==> src/rtl/div_unit_if.sv <==
// Start/ready handshake and result bus between a requester and the divider.
interface div_unit_if #(
  parameter int N = 16,
  parameter int M = 16
);
  logic         start;
  logic         is_signed;
  logic [N-1:0] word1;
  logic [M-1:0] word2;
  logic [N-1:0] quotient;
  logic [M-1:0] remainder;
  logic         ready;
  logic         done;
  logic         dbz;
  logic         ovf;

  // Requester side: issues operands, observes results and status.
  modport master (
    output start, is_signed, word1, word2,
    input  quotient, remainder, ready, done, dbz, ovf
  );

  // Divider side: consumes operands, drives results and status.
  modport slave (
    input  start, is_signed, word1, word2,
    output quotient, remainder, ready, done, dbz, ovf
  );
endinterface

==> src/rtl/div_unit.sv <==
// Iterative restoring divider, one quotient bit per clock, with signed/unsigned
// mode, divide-by-zero and signed-overflow detection and a one-cycle done pulse.
// L must satisfy 2^L > N so the iteration counter can hold N.
module div_unit #(
  parameter int N = 16,
  parameter int M = 16,
  parameter int L = 5
) (
  input  logic     clk,
  input  logic     reset,
  div_unit_if.slave bus
);

  typedef enum logic [1:0] {IDLE, DIV, FIX} state_t;

  state_t       state;
  state_t       state_next;

  logic [L-1:0] counter;
  logic [N-1:0] dvd;
  logic [M-1:0] prem;
  logic [M-1:0] dvs;
  logic         q_neg;
  logic         r_neg;
  logic         dbz_pend;
  logic         ovf_pend;

  logic [N-1:0] quotient_q;
  logic [M-1:0] remainder_q;
  logic         done_q;
  logic         dbz_q;
  logic         ovf_q;

  logic         ready_c;
  logic         load;
  logic         step;
  logic         finish;

  // Operand decode at the start-sampling edge. Signs only count in signed mode.
  logic         sign1;
  logic         sign2;
  logic         word2_zero;
  logic         ovf_hit;
  logic [N-1:0] mag1;
  logic [M-1:0] mag2;

  assign sign1      = bus.is_signed & bus.word1[N-1];
  assign sign2      = bus.is_signed & bus.word2[M-1];
  assign word2_zero = (bus.word2 == '0);
  assign ovf_hit    = bus.is_signed && (bus.word1 == {1'b1, {(N-1){1'b0}}})
                      && (bus.word2 == '1);
  assign mag1       = sign1 ? -bus.word1 : bus.word1;
  assign mag2       = sign2 ? -bus.word2 : bus.word2;

  // One restoring step: shift the next dividend bit into the partial remainder
  // and trial-subtract the divisor. Only the low M bits of the difference are
  // kept, which is exact whenever the subtraction does not go negative.
  logic [M:0]   shifted;
  logic [M-1:0] diff;
  logic         fits;

  assign shifted = {prem, dvd[N-1]};
  assign diff    = shifted[M-1:0] - dvs;
  assign fits    = (shifted >= {1'b0, dvs});

  // State register; reset aborts any division in flight.
  always_ff @(posedge clk or negedge reset) begin
    if (!reset) state <= IDLE;
    else        state <= state_next;
  end

  // Next state: zero divisor and signed overflow bypass the iteration loop.
  always_comb begin
    state_next = state;
    case (state)
      IDLE: begin
        if (bus.start) begin
          if (word2_zero || ovf_hit) state_next = FIX;
          else                       state_next = DIV;
        end
      end
      DIV: begin
        if (counter == L'(1)) state_next = FIX;
      end
      FIX:     state_next = IDLE;
      default: state_next = IDLE;
    endcase
  end

  // Control decode from the current state.
  always_comb begin
    ready_c = 1'b0;
    load    = 1'b0;
    step    = 1'b0;
    finish  = 1'b0;
    case (state)
      IDLE: begin
        ready_c = 1'b1;
        load    = bus.start;
      end
      DIV:     step   = 1'b1;
      FIX:     finish = 1'b1;
      default: ready_c = 1'b0;
    endcase
  end

  // Datapath: operand latch, shift-subtract iterations and result fix-up.
  // On divide-by-zero the raw low dividend bits are parked in the partial
  // remainder so the fix-up can return them unchanged.
  always_ff @(posedge clk or negedge reset) begin
    if (!reset) begin
      counter     <= '0;
      dvd         <= '0;
      prem        <= '0;
      dvs         <= '0;
      q_neg       <= 1'b0;
      r_neg       <= 1'b0;
      dbz_pend    <= 1'b0;
      ovf_pend    <= 1'b0;
      quotient_q  <= '0;
      remainder_q <= '0;
      done_q      <= 1'b0;
      dbz_q       <= 1'b0;
      ovf_q       <= 1'b0;
    end else begin
      done_q <= finish;
      if (load) begin
        counter  <= L'(N);
        dvd      <= mag1;
        dvs      <= mag2;
        q_neg    <= sign1 ^ sign2;
        r_neg    <= sign1;
        dbz_pend <= word2_zero;
        ovf_pend <= ovf_hit;
        prem     <= word2_zero ? bus.word1[M-1:0] : '0;
      end else if (step) begin
        counter <= counter - L'(1);
        dvd     <= {dvd[N-2:0], fits};
        prem    <= fits ? diff : shifted[M-1:0];
      end else if (finish) begin
        if (dbz_pend) begin
          quotient_q  <= '1;
          remainder_q <= prem;
          dbz_q       <= 1'b1;
          ovf_q       <= 1'b0;
        end else if (ovf_pend) begin
          quotient_q  <= {1'b1, {(N-1){1'b0}}};
          remainder_q <= '0;
          dbz_q       <= 1'b0;
          ovf_q       <= 1'b1;
        end else begin
          quotient_q  <= q_neg ? -dvd : dvd;
          remainder_q <= r_neg ? -prem : prem;
          dbz_q       <= 1'b0;
          ovf_q       <= 1'b0;
        end
      end
    end
  end

  assign bus.quotient  = quotient_q;
  assign bus.remainder = remainder_q;
  assign bus.ready     = ready_c;
  assign bus.done      = done_q;
  assign bus.dbz       = dbz_q;
  assign bus.ovf       = ovf_q;

endmodule

==> src/flat_wrapper.sv <==
// flat-port wrapper written by rule: the top's interface ports become plain ports
module div_unit_flat 
#(
  parameter int N = 16,
  parameter int M = 16,
  parameter int L = 5
)
  (clk, reset, bus_start, bus_is_signed, bus_word1, bus_word2, bus_quotient, bus_remainder, bus_ready, bus_done, bus_dbz, bus_ovf);
  div_unit_if #(.N(N), .M(M)) bus_i ();
  input  logic clk;
  input  logic reset;
  input wire logic [$bits(bus_i.start)-1:0] bus_start;
  input wire logic [$bits(bus_i.is_signed)-1:0] bus_is_signed;
  input wire logic [$bits(bus_i.word1)-1:0] bus_word1;
  input wire logic [$bits(bus_i.word2)-1:0] bus_word2;
  output wire logic [$bits(bus_i.quotient)-1:0] bus_quotient;
  output wire logic [$bits(bus_i.remainder)-1:0] bus_remainder;
  output wire logic [$bits(bus_i.ready)-1:0] bus_ready;
  output wire logic [$bits(bus_i.done)-1:0] bus_done;
  output wire logic [$bits(bus_i.dbz)-1:0] bus_dbz;
  output wire logic [$bits(bus_i.ovf)-1:0] bus_ovf;
  assign bus_i.start = bus_start;
  assign bus_i.is_signed = bus_is_signed;
  assign bus_i.word1 = bus_word1;
  assign bus_i.word2 = bus_word2;
  assign bus_quotient = bus_i.quotient;
  assign bus_remainder = bus_i.remainder;
  assign bus_ready = bus_i.ready;
  assign bus_done = bus_i.done;
  assign bus_dbz = bus_i.dbz;
  assign bus_ovf = bus_i.ovf;
  div_unit #(.N(N), .M(M), .L(L)) u_core (.clk(clk), .reset(reset), .bus(bus_i));
endmodule
==> config.mk <==
export PLATFORM = sky130hd
export DESIGN_NAME = div_unit_flat
export DESIGN_NICKNAME = d
export VERILOG_FILES = /design/src/rtl/div_unit_if.sv /design/src/rtl/div_unit.sv /design/src/flat_wrapper.sv
export SDC_FILE = /design/constraint.sdc
export NUM_CORES = 1
export LEC_CHECK = 0
export BUFFER_PORTS_ARGS = -buffer_cell sky130_fd_sc_hd__buf_2
export CAP_MARGIN = 25
export CORE_MARGIN = 2
export CORE_UTILIZATION = 36
export DETAILED_ROUTE_END_ITERATION = 6
export HOLD_SLACK_MARGIN = 0.08
export PLACE_DENSITY = 0.63
export SYNTH_ARGS = -nofsm -noshare
export SYNTH_HDL_FRONTEND = slang
export SYNTH_SLANG_ARGS = --single-unit
==> constraint.sdc <==
create_clock -name clk -period 6.1 [get_ports clk]
set_input_delay 1.22 -clock clk [delete_from_list [all_inputs] [get_ports clk]]
set_output_delay 1.22 -clock clk [all_outputs]
set_load 0.02 [all_outputs]
==> results.toml, run 1 <==
[synth]
synth_top_area_cell = "dfrtp_1"
synthSimpleGateAreaFrac_pct = 16.2
synth_xor_area_share_pct = 10.1
synthTopCellsByArea = "dfrtp_1 39%, xor2_1 6.4%, o21ai_0 5.7%"
netlist.area_leader.share_pct = 39.3
yosysUniqueCellTypes = 57
syn_inst = 680
synth_mux_area_share_pct = 2.21
yosys.area_share.adder_pct = 5.14
synth_area_per_cell_um2 = 8.81
ys_seq_elements = 94
synthFlopType = "dfrtp_1"
syn_area_um2 = 5990
async_flop_share_pct = 100
synth_nets = 740
synth-edff-count = 0
yosys_warnings = 0
synth_top_family_by_area = "compound AO/OA/AOI/OAI gates"
ys_seq_area_share_pct = 39.3
synth_compound_area_share_pct = 22.7

[timing]
timing.final.crit_share_pct = 51.1
rsz0062_at_grt = "false"
whs_ns = 0.468
final.setup.tns_ns = 0
slew_headroom_pct = 52.8
period_needed_ns = 3.12
hold_viol_final = 0
clock.fmax_ghz = 0.321
setup-violations-final = 0
worst_slack_ns = 2.98
slew_viol_final = 0
fin_worst_skew_ns = 0.00665
worstMarginPinSlew_ns = 0.708

[finish]
fillers = 1642
finalNonFillerCells = 961
final_nets = 796
most-common-layout-cells = "94 x dfrtp_1, 70 x nand2_1, 70 x buf_2"
syn_to_final_growth_pct = 14.5
mostFrequentLayoutCell = "dfrtp_1"
multi_input_area_um2 = 3390
drive_gt1_share_pct = 14.7
antenna_cells = 0
final-seq-area_um2 = 2350

[cts]
cts.path.max_buffers = 2
numClockSinks = 94
cts_buffers = 9
cts_root_buf = "clkbuf_16"
cts-resized-gates = 0
clock_latency_ns = 0.36
clk_pin_slew_ns = 0.07
tritoncts = "done"
postCtsHoldBufs = 0
cts_setup_buffers = 0
htree_levels = 3

[floorplan]
start_util_pct = 36.5
die_w_um = 133
dieArea_um2 = 17700
rows = 47
chipHeight_um = 133
ios = 72
coreArea_um2 = 16400

[power_and_ir_drop]
powerDensity_nw_per_um2 = 569
p_leak_nw = 3.11
peakVddDrop_uv = 188

[global_route]
antenna_found_initial = 0
grt_max_degree = 57
overflow = 0
grt_usage_pct = 18.6
grt_pass1_wl_um = 26000
grt_pass1_vias = 4943

[job]
drv_cap = 0

[critical_path]
reg2reg_depth = 9
required_ns = 6.38
crit_cells = 9
cp-end-kind = "flip-flop"
cp_cell_sequence = "buf_2, inv_1, ha_1, nand4b_1, nor4_1, and2_1, nand3_1, a22o_1, a21oi_1"
start_kind = "input port"
critPathKind = "input port to flip-flop"
arrival_ns = 3.40
crit_slowest_cell = "and2_1"
max_stage_delay_ns = 0.60
crit_fanout = 14
crit_buf_inv = 2
crit_family = "simple AND/OR/NAND/NOR gates"

[route]
viasPerCell = 5.38
via_count = 5168
drt_iter0_drc = 319
first_pass_iters = 4
ant_nets = 0
wl_per_cell_um = 16.3
drc = 0
finalWirelength_um = 15700

[placed_design]
portBuffers = 71
gp_congestion = 0.857
pre_cts_ws_ns = 2.65
placedCellCount = 945
hpwl_um = 11800

[min_path]
hold_depth = 2
hp-class = "flip-flop to flip-flop"

[outcome]
outcome = "finished clean"
==> final cells by class <==
type	count	area share, %
clock buffer	9	3.28
clock inverter	7	0.967
inverter	33	1.81
multi-input combinational	519	49.4
sequential	94	34.3
tap	220	4.01
timing repair buffer	79	6.28
==> synth_stat cells, types with 3 or more instances <==
| library cell | n |
|---|---|
| ha_1 | 23 |
| nand2_1 | 71 |
| nand3b_1 | 5 |
| xnor2_1 | 25 |
| nand4_1 | 5 |
| nor2b_1 | 3 |
| dfrtp_1 | 94 |
| mux2i_1 | 11 |
| a22o_1 | 19 |
| nor2_1 | 45 |
| or3_1 | 3 |
| a31oi_1 | 10 |
| a221o_1 | 4 |
| a211o_1 | 5 |
| and2_1 | 5 |
| xor2_1 | 44 |
| nand3_1 | 13 |
| a22oi_1 | 15 |
| nand2b_1 | 3 |
| o31ai_1 | 8 |
| clkbuf_1 | 27 |
| o41ai_1 | 5 |
| buf_1 | 3 |
| a21oi_1 | 41 |
| a21o_1 | 8 |
| inv_1 | 32 |
| o21a_1 | 4 |
| o21ai_0 | 68 |
| nor3_1 | 22 |
| a211oi_1 | 14 |
| nor4_1 | 9 |
| o211ai_1 | 3 |
| or4_1 | 4 |
==> kinds of logic (layout without fill, tap and decap cells) <==
kind of cell | Yosys count | in the layout
compound gates | 212 | 212
simple gates | 201 | 201
flops | 94 | 94
xor+xnor | 69 | 69
buf+inv | 67 | 128
fa+ha+maj | 24 | 24
mux | 13 | 13
==> flip-flops by register name (all words and copies together), names as in the netlist, 2 cells and up <==
| signal | cells |
|---|---|
| u_core.counter | 5 |
| u_core.bus.quotient | 16 |
| u_core.dvd | 16 |
| u_core.dvs | 16 |
| u_core.bus.remainder | 16 |
| u_core.prem | 16 |
| u_core.state | 2 |
==> power by group <==
part	switching (mW)	total [mW]	internal, mW	leakage (nW)
registers	0.335	1.22	0.888	1.17
clock network	0.269	0.555	0.286	0.138
logic	1.19	2.13	0.936	1.81
total	1.80	3.91	2.11	3.11
==> through the flow <==
step	total power, mW	instance area, µm²	util (%)
4_1_cts	3.92	6860	41.8
2_1_floorplan	2.81	5990	-
5_1_grt	4.26	6860	41.8
3_5_place_dp	3.36	6570	40.0
3_3_place_gp	3.32	6540	39.9
6_report	3.91	6860	41.8
==> tightest hold or removal path, stage by stage, from the launching register on <==
cell and delay (ns):
dfrtp_1 0.34, nand2_1 0.05, nand2_1 0.05
==> final timing paths <==
| path | from | endpoint | slack, ns |
|---|---|---|---|
| max | bus_word2[0] | u_core.prem[15] | 2.98 |
| min | u_core.bus.quotient[9] | u_core.bus.quotient[9] | 0.47 |
| max reg2reg | u_core.prem[9] | u_core.prem[0] | 3.30 |
| min reg2reg | u_core.bus.quotient[9] | u_core.bus.quotient[9] | 0.47 |
| max in group asynchronous | reset | u_core.state[1] | 4.18 |
| min in group asynchronous | reset | u_core.bus.done | 0.83 |
==> layer usage <==
metal  routed length, µm  track usage (%)
met5                   0                0
met4                 391             6.93
met3                 963             3.95
met2                7040             29.1
met1                7290             25.2
Power figures use the tool's default switching activity.
==> run 2, diff against run 1 <==
--- a/config.mk
+++ b/config.mk
@@ -11,7 +11,7 @@
 export CORE_UTILIZATION = 36
 export DETAILED_ROUTE_END_ITERATION = 6
 export HOLD_SLACK_MARGIN = 0.08
-export PLACE_DENSITY = 0.63
+export PLACE_DENSITY = 0.65
 export SYNTH_ARGS = -nofsm -noshare
 export SYNTH_HDL_FRONTEND = slang
 export SYNTH_SLANG_ARGS = --single-unit
==> constraint.sdc (replaced) <==
create_clock -name clk -period 2.66 [get_ports clk]
set_input_delay 0.532 -clock clk [delete_from_list [all_inputs] [get_ports clk]]
set_output_delay 0.532 -clock clk [all_outputs]
set_load 0.02 [all_outputs]
==> results.toml, run 2 (same netlist as run 1, synthesis figures left out) <==
[power_and_ir_drop]
switching_share_pct = 44.8
p_sw_mw = 4.28
powerDensity_nw_per_um2 = 1330
power_frac_comb_pct = 58.7
p_leak_nw = 3.31
peakVddDrop_uv = 534
p_seq_share_pct = 27.4
clock_power_share_pct = 13.9
power.internal_mw = 5.26

[cts]
numClockSinks = 94
clock_latency_ns = 0.36
cts_root_buf = "clkbuf_16"
tritoncts = "done"
clk_pin_slew_ns = 0.07
cts_buffers = 9
htree_levels = 3
cts.path.max_buffers = 2

[timing]
fin_worst_skew_ns = 0.00845
period_needed_ns = 2.50
setup-violations-final = 0
rsz0062_at_grt = "true"
hold_viol_final = 0
worstMarginPinSlew_ns = 0.659
slew_headroom_pct = 56.1
slew_viol_final = 0
clock.fmax_ghz = 0.401
final.setup.tns_ns = 0
whs_ns = 0.467
timing.final.crit_share_pct = 93.8

[job]
drv_cap = 0

[critical_path]
crit_family = "compound AO/OA/AOI/OAI gates"
start_kind = "flip-flop"
crit_fanout = 10
cp-end-kind = "flip-flop"
reg2reg_depth = 10
cp_cell_sequence = "ha_1, nand3b_1, a21o_1, a211o_1, a31oi_1, nor4_2, buf_6, buf_4, mux2i_1, a211oi_1"
required_ns = 2.91
crit_buf_inv = 2
crit_slowest_cell = "dfrtp_1"
arrival_ns = 2.75
max_stage_delay_ns = 0.39
r2r_slack_ns = 0.16
r2r_end = "u_core.prem[6]"
regToRegStartpoint = "u_core.prem[1]"
critPathKind = "flip-flop to flip-flop"

[placed_design]
hpwl_um = 12500
gp_congestion = 0.950
portBuffers = 71

[finish]
multi_input_area_um2 = 3400
final-seq-area_um2 = 2350
syn_to_final_growth_pct = 19.7
fillers = 1680
drive_gt1_share_pct = 19.0
most-common-layout-cells = "94 x dfrtp_1, 70 x nand2_1, 70 x buf_2"
mostFrequentLayoutCell = "dfrtp_1"
antenna_cells = 0
final_nets = 834

[global_route]
antenna_found_initial = 0
grt_max_degree = 46
overflow = 0
grt_pass1_vias = 5024
grt_usage_pct = 19.1
grt_pass1_wl_um = 26600

[route]
drc = 0
ant_nets = 0
viasPerCell = 5.37
first_pass_iters = 5
finalWirelength_um = 16300
drt_iter0_drc = 457
via_count = 5365
wl_per_cell_um = 16.4

[min_path]
hold_end = "u_core.bus.quotient[4]"
hp-start = "u_core.bus.quotient[4]"
hold_depth = 2
hp-class = "flip-flop to flip-flop"

[floorplan]
start_util_pct = 36.5
coreArea_um2 = 16400
rows = 47
ios = 72
dieArea_um2 = 17700
die_w_um = 133
chipHeight_um = 133

[outcome]
outcome = "finished clean"
[run 2: cell types whose count changed in the layout (fill, tap and decap cells not counted), moves of 2 or more]
cell,before,now
a211oi_1,14,12
inv_8,3,0
buf_4,8,44
inv_6,0,2
a211oi_2,0,2
[run 2: worst max path at each step]
| stage | from | to | slack [ns] | cells past startpoint |
|---|---|---|---|---|
| global route | u_core.dvd[15] | u_core.prem[14] | -0.04 | 11 |
| detailed placement | u_core.dvd[15] | u_core.prem[14] | 0.11 | 11 |
| finish | u_core.prem[1] | u_core.prem[6] | 0.16 | 10 |
| floorplan | u_core.prem[9] | u_core.prem[10] | 0.25 | 11 |
| global placement | bus_word1[5] | u_core.state[0] | 0.14 | 6 |
| CTS | u_core.dvd[15] | u_core.prem[14] | 0.10 | 11 |
[run 2: layout make-up]
class	count	share of cell area [%]
multi-input cells	519	47.4
flip-flops and latches	94	32.8
well taps	220	3.84
clock inverters	6	0.960
clock buffers	10	3.19
repair buffers	117	10.1
inverters	33	1.73
[run 2: repair_timing]
item | CTS | global route
endpoints found under the hold margin | 3 | 0
hold buffers | 1 | 0
buffers inserted | 0 | 5
gates resized for setup | 0 | 4
setup endpoints to repair | 0 | 10
[run 2: through the flow]
| stage | cell area, µm² | total power [mW] | utilization, % | setup WS [ns] | std cells |
|---|---|---|---|---|---|
| after floorplan | 5990 | 6.44 | - | 0.251 | 680 |
| after global routing | 7170 | 10.4 | 43.7 | -0.0409 | 999 |
| after global placement | 6810 | 7.96 | 41.5 | 0.140 | 977 |
| final | 7170 | 9.54 | 43.7 | 0.164 | 999 |
| after detailed placement | 6810 | 8.03 | 41.5 | 0.109 | 977 |
| after CTS | 7120 | 9.39 | 43.4 | 0.101 | 994 |
[run 2: layer usage]
layer / GRT usage (%) / vias up / part of all wire [%]
met3: 3.95 / 14 / 5.5
li1: - / 2646 / -
met5: 0 / - / 0
met1: 27.7 / 2532 / 49
met4: 5.32 / 0 / 1.4
met2: 28.7 / 173 / 44
[run 2: power by group through the flow]
stage / logic, mW / clock network [mW] / registers (mW)
finish: 5.60 / 1.33 / 2.61
global route: 6.27 / 1.41 / 2.69
CTS: 5.44 / 1.36 / 2.60
detailed placement: 5.41 / 0 / 2.62
global placement: 5.36 / 0 / 2.60
floorplan: 3.75 / 0 / 2.70
[run 2: worst reg2reg max path, stage by stage, from the launching register on]
cell	delay, ns
dfrtp_1	0.39
ha_1	0.36
nand3b_1	0.12
a21o_1	0.22
a211o_1	0.34
a31oi_1	0.17
nor4_2	0.07
buf_6	0.16
buf_4	0.17
mux2i_1	0.12
a211oi_1	0.28
